[src/rtl/console_key_sequencer.sv]
// Front-panel console sequencer: synchronizes and debounces START/STOP/RESET/SINGLE STEP
// and runs the RUN/STOP state machine that gates CPU instruction cycles.
module console_key_sequencer #(
  parameter int DEBOUNCE_CYCLES = 16,
  parameter int RESET_CYCLES    = 64
) (
  input  logic clk,
  input  logic rst,
  input  logic start_key_n,
  input  logic stop_key_n,
  input  logic reset_key_n,
  input  logic sstep_key_n,
  input  logic cycle_done,
  output logic cycle_en,
  output logic run_lamp,
  output logic prog_reset,
  output logic prog_reset_n
);

  localparam int CW = $clog2(DEBOUNCE_CYCLES);
  localparam int HW = $clog2(RESET_CYCLES + 1);
  localparam logic [CW-1:0] DB_LAST   = CW'(DEBOUNCE_CYCLES - 1);
  localparam logic [HW-1:0] HOLD_LAST = HW'(RESET_CYCLES - 1);

  localparam int K_START = 0;
  localparam int K_STOP  = 1;
  localparam int K_RESET = 2;
  localparam int K_SSTEP = 3;

  localparam logic [2:0] S_RESET_HOLD = 3'd0;
  localparam logic [2:0] S_STOPPED    = 3'd1;
  localparam logic [2:0] S_RUNNING    = 3'd2;
  localparam logic [2:0] S_STOPPING   = 3'd3;
  localparam logic [2:0] S_STEPPING   = 3'd4;

  logic [3:0]    raw_n;
  logic [3:0]    sync1;
  logic [3:0]    sync2;
  logic [3:0]    db;
  logic [3:0]    press;
  logic [CW-1:0] db_cnt [4];

  logic [2:0]    state;
  logic [2:0]    state_nxt;
  logic [HW-1:0] hold_cnt;
  logic [HW-1:0] hold_nxt;

  assign raw_n = {sstep_key_n, reset_key_n, stop_key_n, start_key_n};

  // Keys idle high, so released is the safe reset value for every stage.
  always_ff @(posedge clk) begin
    if (rst) begin
      sync1 <= '1;
      sync2 <= '1;
      db    <= '1;
      press <= '0;
      for (int i = 0; i < 4; i++) db_cnt[i] <= '0;
    end else begin
      // NOTE: non-blocking assignments keep every flop sampling pre-edge values, so the
      // two synchronizer stages stay two distinct registers regardless of statement order.
      sync1 <= raw_n;
      sync2 <= sync1;
      for (int i = 0; i < 4; i++) begin
        press[i] <= 1'b0;
        if (sync2[i] == db[i]) begin
          db_cnt[i] <= '0;
        end else if (db_cnt[i] == DB_LAST) begin
          db[i]     <= sync2[i];
          db_cnt[i] <= '0;
          press[i]  <= ~sync2[i];
        end else begin
          db_cnt[i] <= db_cnt[i] + CW'(1);
        end
      end
    end
  end

  always_comb begin
    // NOTE: defaults first so every path assigns both outputs and no latch is inferred.
    state_nxt = state;
    hold_nxt  = hold_cnt;
    if (press[K_RESET]) begin
      state_nxt = S_RESET_HOLD;
      hold_nxt  = '0;
    end else begin
      case (state)
        S_RESET_HOLD: begin
          if (!db[K_RESET]) begin
            hold_nxt = '0;
          end else if (hold_cnt == HOLD_LAST) begin
            state_nxt = S_STOPPED;
            hold_nxt  = '0;
          end else begin
            hold_nxt = hold_cnt + HW'(1);
          end
        end
        S_STOPPED: begin
          // STOP outranks START, so a simultaneous STOP+START leaves the machine stopped.
          if (!press[K_STOP]) begin
            if (press[K_START])      state_nxt = S_RUNNING;
            else if (press[K_SSTEP]) state_nxt = S_STEPPING;
          end
        end
        S_RUNNING: begin
          if (press[K_STOP]) state_nxt = cycle_done ? S_STOPPED : S_STOPPING;
        end
        S_STOPPING: begin
          if (cycle_done) state_nxt = S_STOPPED;
        end
        S_STEPPING: begin
          if (press[K_STOP])   state_nxt = cycle_done ? S_STOPPED : S_STOPPING;
          else if (cycle_done) state_nxt = S_STOPPED;
        end
        default: begin
          state_nxt = S_RESET_HOLD;
          hold_nxt  = '0;
        end
      endcase
    end
  end

  // Outputs are registered from the next-state decode so they change with the state.
  always_ff @(posedge clk) begin
    if (rst) begin
      state      <= S_RESET_HOLD;
      hold_cnt   <= '0;
      prog_reset <= 1'b1;
      cycle_en   <= 1'b0;
      run_lamp   <= 1'b0;
    end else begin
      state      <= state_nxt;
      hold_cnt   <= hold_nxt;
      prog_reset <= (state_nxt == S_RESET_HOLD);
      cycle_en   <= (state_nxt == S_RUNNING) || (state_nxt == S_STEPPING);
      run_lamp   <= (state_nxt == S_RUNNING) || (state_nxt == S_STOPPING) ||
                    (state_nxt == S_STEPPING);
    end
  end

  assign prog_reset_n = ~prog_reset;

endmodule

[config.mk]
export PLATFORM = sky130hd
export DESIGN_NAME = console_key_sequencer
export DESIGN_NICKNAME = d
export VERILOG_FILES = /design/src/rtl/console_key_sequencer.sv
export SDC_FILE = /design/constraint.sdc
export NUM_CORES = 1
export LEC_CHECK = 0
export CORE_AREA = 2 2 95 61
export DETAILED_ROUTE_END_ITERATION = 10
export DIE_AREA = 0 0 97 63
export PLACE_DENSITY = 0.65
export SLEW_MARGIN = 20
export SYNTH_ARGS = -nofsm -noshare
export SYNTH_HDL_FRONTEND = slang
export SYNTH_SLANG_ARGS = --single-unit
[constraint.sdc]
create_clock -name clk -period 2 [get_ports clk]
set_input_delay 0.3 -clock clk [delete_from_list [all_inputs] [get_ports clk]]
set_output_delay 0.3 -clock clk [all_outputs]
set_load 0.05 [all_outputs]
== Word level (Yosys, flattened, before mapping) ==
Memory sizes are Yosys's and may differ from the RTL's.
Cells that the tools add are included.

* Add/subtract/negate cells: 5
* Eq/ne operators: 16
* Multiplexer cells: 72
* Bitwise logic cells: 25
* Reductions and logical operators: 15

{| class="wikitable"
|+ Operators with widths
! kind !! count
|-
| $mux 4 || 12
|-
| $mux 1 || 46
|-
| $mux 3 || 9
|-
| $add 4x1->4 const B || 4
|-
| $eq 4x4->1 const B || 4
|-
| $pmux 3 s5 || 1
|-
| $mux 7 || 2
|-
| $pmux 7 s2 || 1
|-
| $not 1->1 || 13
|-
| $eq 3x2->1 const B || 4
|-
| $or 1x1->1 || 12
|-
| $reduce_or 3->1 || 4
|-
| $reduce_and 2->1 || 4
|-
| $add 7x1->7 const B || 1
|-
| $eq 7x6->1 const B || 1
|-
| $eq 3x3->1 const B || 2
|-
| $logic_not 3->1 || 2
|-
| $eq 1x1->1 || 4
|-
| $reduce_or 4->1 || 1
|-
| $eq 3x1->1 const B || 1
|-
| $logic_or 1x1->1 || 3
|-
| $mux 2 || 1
|-
| $reduce_or 2->1 || 1
|}

* Flip-flop bits (word level): 29
* Memory bits (writable): 16
* Bits of input ports: 7
* Output and inout port bits: 4
* Logic and storage cells: 149
* Memories: 1

{| class="wikitable"
|+ Memory list
! name !! words !! bits a word !! read ports !! clocked after Yosys merged registers in !! wr ports !! RTL line !! text
|-
| db_cnt || 4 || 4 || 4 || 0 || 4 || 41 || <nowiki>logic [CW-1:0] db_cnt [4];</nowiki>
|}

== Depth between registers and ports, before layout ==
* Depth after elaboration: 8
* Gate-level depth with buffers: 6
* Mapped depth without buffers: 5

== Worst setup path after synthesis ==
No wires, ideal clock.

* Path type: reg-to-reg
* Start: reg hold_cnt[0]
* End: reg cycle_en
* Data arrival time: 1,527 ps
* Data required time: 1,884 ps
* Setup slack: 358 ps
* Stages on the path, launching flop included: 6
* Path buffers: 0
* Cell sequence: dfxtp_1 > ha_1 > nand3_1 > or4b_1 > and3_1 > a31o_1

* Longest elaborated chain between the ends: 7
* Elaborated cells between the ends (all ways): 8
* Classes of those cells: eq/ne: 3; mux: 4; reduce/logical: 1

{| class="wikitable"
|+ Ends and longest elaborated chain
! what !! RTL line !! text
|-
| start: declaration || 45 || <nowiki>logic [HW-1:0] hold_cnt;</nowiki>
|-
| start signal: assignment || 132 || <nowiki>hold_cnt <= hold_nxt;</nowiki>
|-
| $eq 7x6->1 (*) || 90 || <nowiki>end else if (hold_cnt == HOLD_LAST) begin</nowiki>
|-
| $mux 3 (*) || 90 ||
|-
| $mux 3 (*) || 88 || <nowiki>if (!db[K_RESET]) begin</nowiki>
|-
| $pmux 3 s5 (*) || 86 || <nowiki>case (state)</nowiki>
|-
| $mux 3 (*) || 82 || <nowiki>if (press[K_RESET]) begin</nowiki>
|-
| $eq 3x2->1 / $eq 3x3->1 (equally long branches) || 134 || <nowiki>cycle_en <= (state_nxt == S_RUNNING) || (state_nxt == S_STEPPING);</nowiki>
|-
| $logic_or 1x1->1 (*) || 134 ||
|-
| end signal: assignment || 134 ||
|-
| end: declaration || 14 || <nowiki>output logic cycle_en,</nowiki>
|}

Mark *: on every way between the ends. The rest lies on a longest branch, timed or not.
A chain may end at the register's enable or synchronous reset.

== Worst setup path after layout ==
Same ends and word-level chain as after synthesis.

==> metrics.cfg <==
[worst_setup_path]
cp-end-kind=register
slowest_stage=or4b_1
worst_path_largest_cell_delay_ns=0.56
r2r_cells=5
crit_start=hold_cnt[0]
setup.worst_path.class=reg -> reg
cp_max_fo=4
cp-endpoint=cycle_en
reg2reg_to=cycle_en
r2r-start=hold_cnt[0]
required_ns=2.20
cp-start-kind=register
rrSetupSlack_ns=0.21
arrival_ns=2.00
crit_chain=ha_1 > nand3_1 > or4b_1 > and3_1 > a31o_1

[pwr]
p_leak_nw=0.910
peakVddDrop_mv=0.246
powerDensity_mw_per_mm2=720
fin_total_pwr_w=0.00168

[clocking]
clockBufferDepth=2
clk_pin_slew_ns=0.08
cts-root-buf=clkbuf_8
cts_num_sinks=45
post_cts_buffers=0
cts_resized=0
htreeDepth=2
hold_buffers=0
insertion_delay_ns=0.30
cts_tree=built
cts_buffers=5

[timing]
fin_setup_tns_ns=0
rsz0062_at_grt=no
hold_viol=0
fin_crit_sh=0.896
period_needed_ns=1.79
finalSetupViolCount=0
slew_violations=0
fmax_mhz=558
fin_skew_ns=0.00778
relSlewSlack=0.665
tightest_slew_ns=0.501

[floorplanning]
die-area_mm2=0.00611
ioPinCount=11
die_w_um=97
fp.dieH_um=63
start_util=0.382
rows=21
core_mm2=0.00528

[synthesis]
synth_area_leaders=dfxtp_1 (29%), edfxtp_1 (24%), nor2_1 (3.9%)
netlist.area_leader.share=0.288
async_flop_share=0
seq_area_frac_synth=0.526
synth_seq_cells=45
netlist_instances=191
synth-edff-count=16
ys_top_cells_by_count=dfxtp_1 (29), nor2_1 (21), edfxtp_1 (16), nand3_1 (12), nand2_1 (10)
synth.distinct_cells=41
yosysMostFrequentCell=dfxtp_1
ys_dominant_reg_cell=dfxtp_1
synth_top_area_cell=dfxtp_1
synth_area_per_cell_um2=10.6
yosysWarnings=0
synth_area_mm2=0.00202

[global_routing]
grt_overflow=0
grt_pass1_vias=1274
grt_pass1_wl_um=5880
grt_use_total=0.121
antenna_found_initial=0
grt_max_degree=26

[detailed_routing]
wirelength_um=3290
vias_per_cell=4.72
drt_iter0_drc=65
vias=1365
drtPass1Iterations=4
drc=0
ant_nets=0
routedWlPerCell_um=11.4

[placed_design]
post-dp-hpwl_um=2430
io_buffers=10
gp_congestion=0.787

[hold_path]
min_path_cells=1
min_path_type=reg -> reg

[finish]
layout-drive-gt1-share=0.132
area_growth_pct=15.8
post-route-util=0.442
num-nets-final=231
antenna_cells=0

[job]
maxCapViolCount=0

[run_status]
status=completed

-- state kept, by name, indices dropped and copies added (netlist names) --
name        flops
cycle_en        1
db              4
db_cnt         16
hold_cnt        7
press           4
prog_reset      1
run_lamp        1
state           3
sync1           4
sync2           4
-- worst min-delay path by stage --
stage	from	end	slack [ns]
3_5_place_dp	sync1[3]	sync2[3]	0.40
4_1_cts	sync1[3]	sync2[3]	0.42
3_3_place_gp	sync1[3]	sync2[3]	0.39
6_report	sync1[0]	sync2[0]	0.41
5_1_grt	sync1[0]	sync2[0]	0.43
2_1_floorplan	sync1[0]	sync2[0]	0.39
-- per-stage QoR --
step	worst slack [ns]	hold WS [ns]	std cells	area [µm²]
final	0.208	0.415	289	2340
after global routing	0.0639	0.432	289	2340
after CTS	0.210	0.417	289	2340
after detailed placement	0.200	0.396	281	2230
after global placement	0.257	0.393	281	2230
after floorplan	0.358	0.389	206	2070
-- cell families (layout without fill, tap and decap cells) --
group | Yosys count | count (layout) | synth area share
AOI/OAI and AO/OA | 24 | 24 | 0.0794
adders and majority gates | 5 | 5 | 0.0310
and+or+nand+nor | 86 | 86 | 0.242
DFF | 45 | 45 | 0.526
xor gates and xnor gates | 13 | 13 | 0.0565
other | 1 | 16 | 0.00186
muxes | 6 | 6 | 0.0304
buffers and inverters | 11 | 25 | 0.0329
-- critical path, delay by kind of cell, from the launching register on --
kind / cells / cell delay (ns)
AOI/OAI and AO/OA: 1 / 0.21
adders and majority gates: 1 / 0.20
DFF: 1 / 0.39
and+or+nand+nor: 3 / 0.90
-- report_power, final --
group	internal, W	total, W	switching (W)
Clock	0.000312	0.000610	0.000297
Sequential	0.000974	0.000993	0.0000195
Combinational	0.0000419	0.0000787	0.0000368
Total	0.00133	0.00168	0.000354
-- cell usage in the layout (no fill, tap or decap), types with 2 or more instances in the layout --
cell and n:
or2b_2 3, and2_1 2, nor2_1 21, a21oi_1 5, ha_1 5, nand2_1 10, o21ai_0 6, mux2i_1 5
and3_1 6, edfxtp_1 16, or2_2 9, clkbuf_8 7, nand2b_1 4, xor2_1 4, o21a_1 2, buf_4 4
xnor2_1 9, inv_1 3, dfxtp_1 29, nor4b_1 5, clkdlybuf4s50_1 10, a22oi_1 2, nand3_1 12, nor3b_1 2
nor3_1 6, conb_1 16, a31oi_1 2
-- per-layer routing --
metal	GRT usage	part of all wire	routed length, µm	up-vias
met5	0	0	0	-
met4	0.0634	0.022	72	0
met3	0.0369	0.058	190	8
met2	0.162	0.40	1300	36
met1	0.173	0.53	1730	606
li1	-	-	-	715
-- layout make-up --
| cell class | instances | area [µm²] |
|---|---|---|
| clock inverters | 1 | 5.00 |
| repair buffers | 14 | 130 |
| inverters | 3 | 11.3 |
| fillers | 503 | 2950 |
| clock buffers | 7 | 96.3 |
| flip-flops and latches | 45 | 1060 |
| well taps | 69 | 86.3 |
| multi-input cells | 150 | 946 |
No activity file was read; power rests on OpenSTA's default activity.
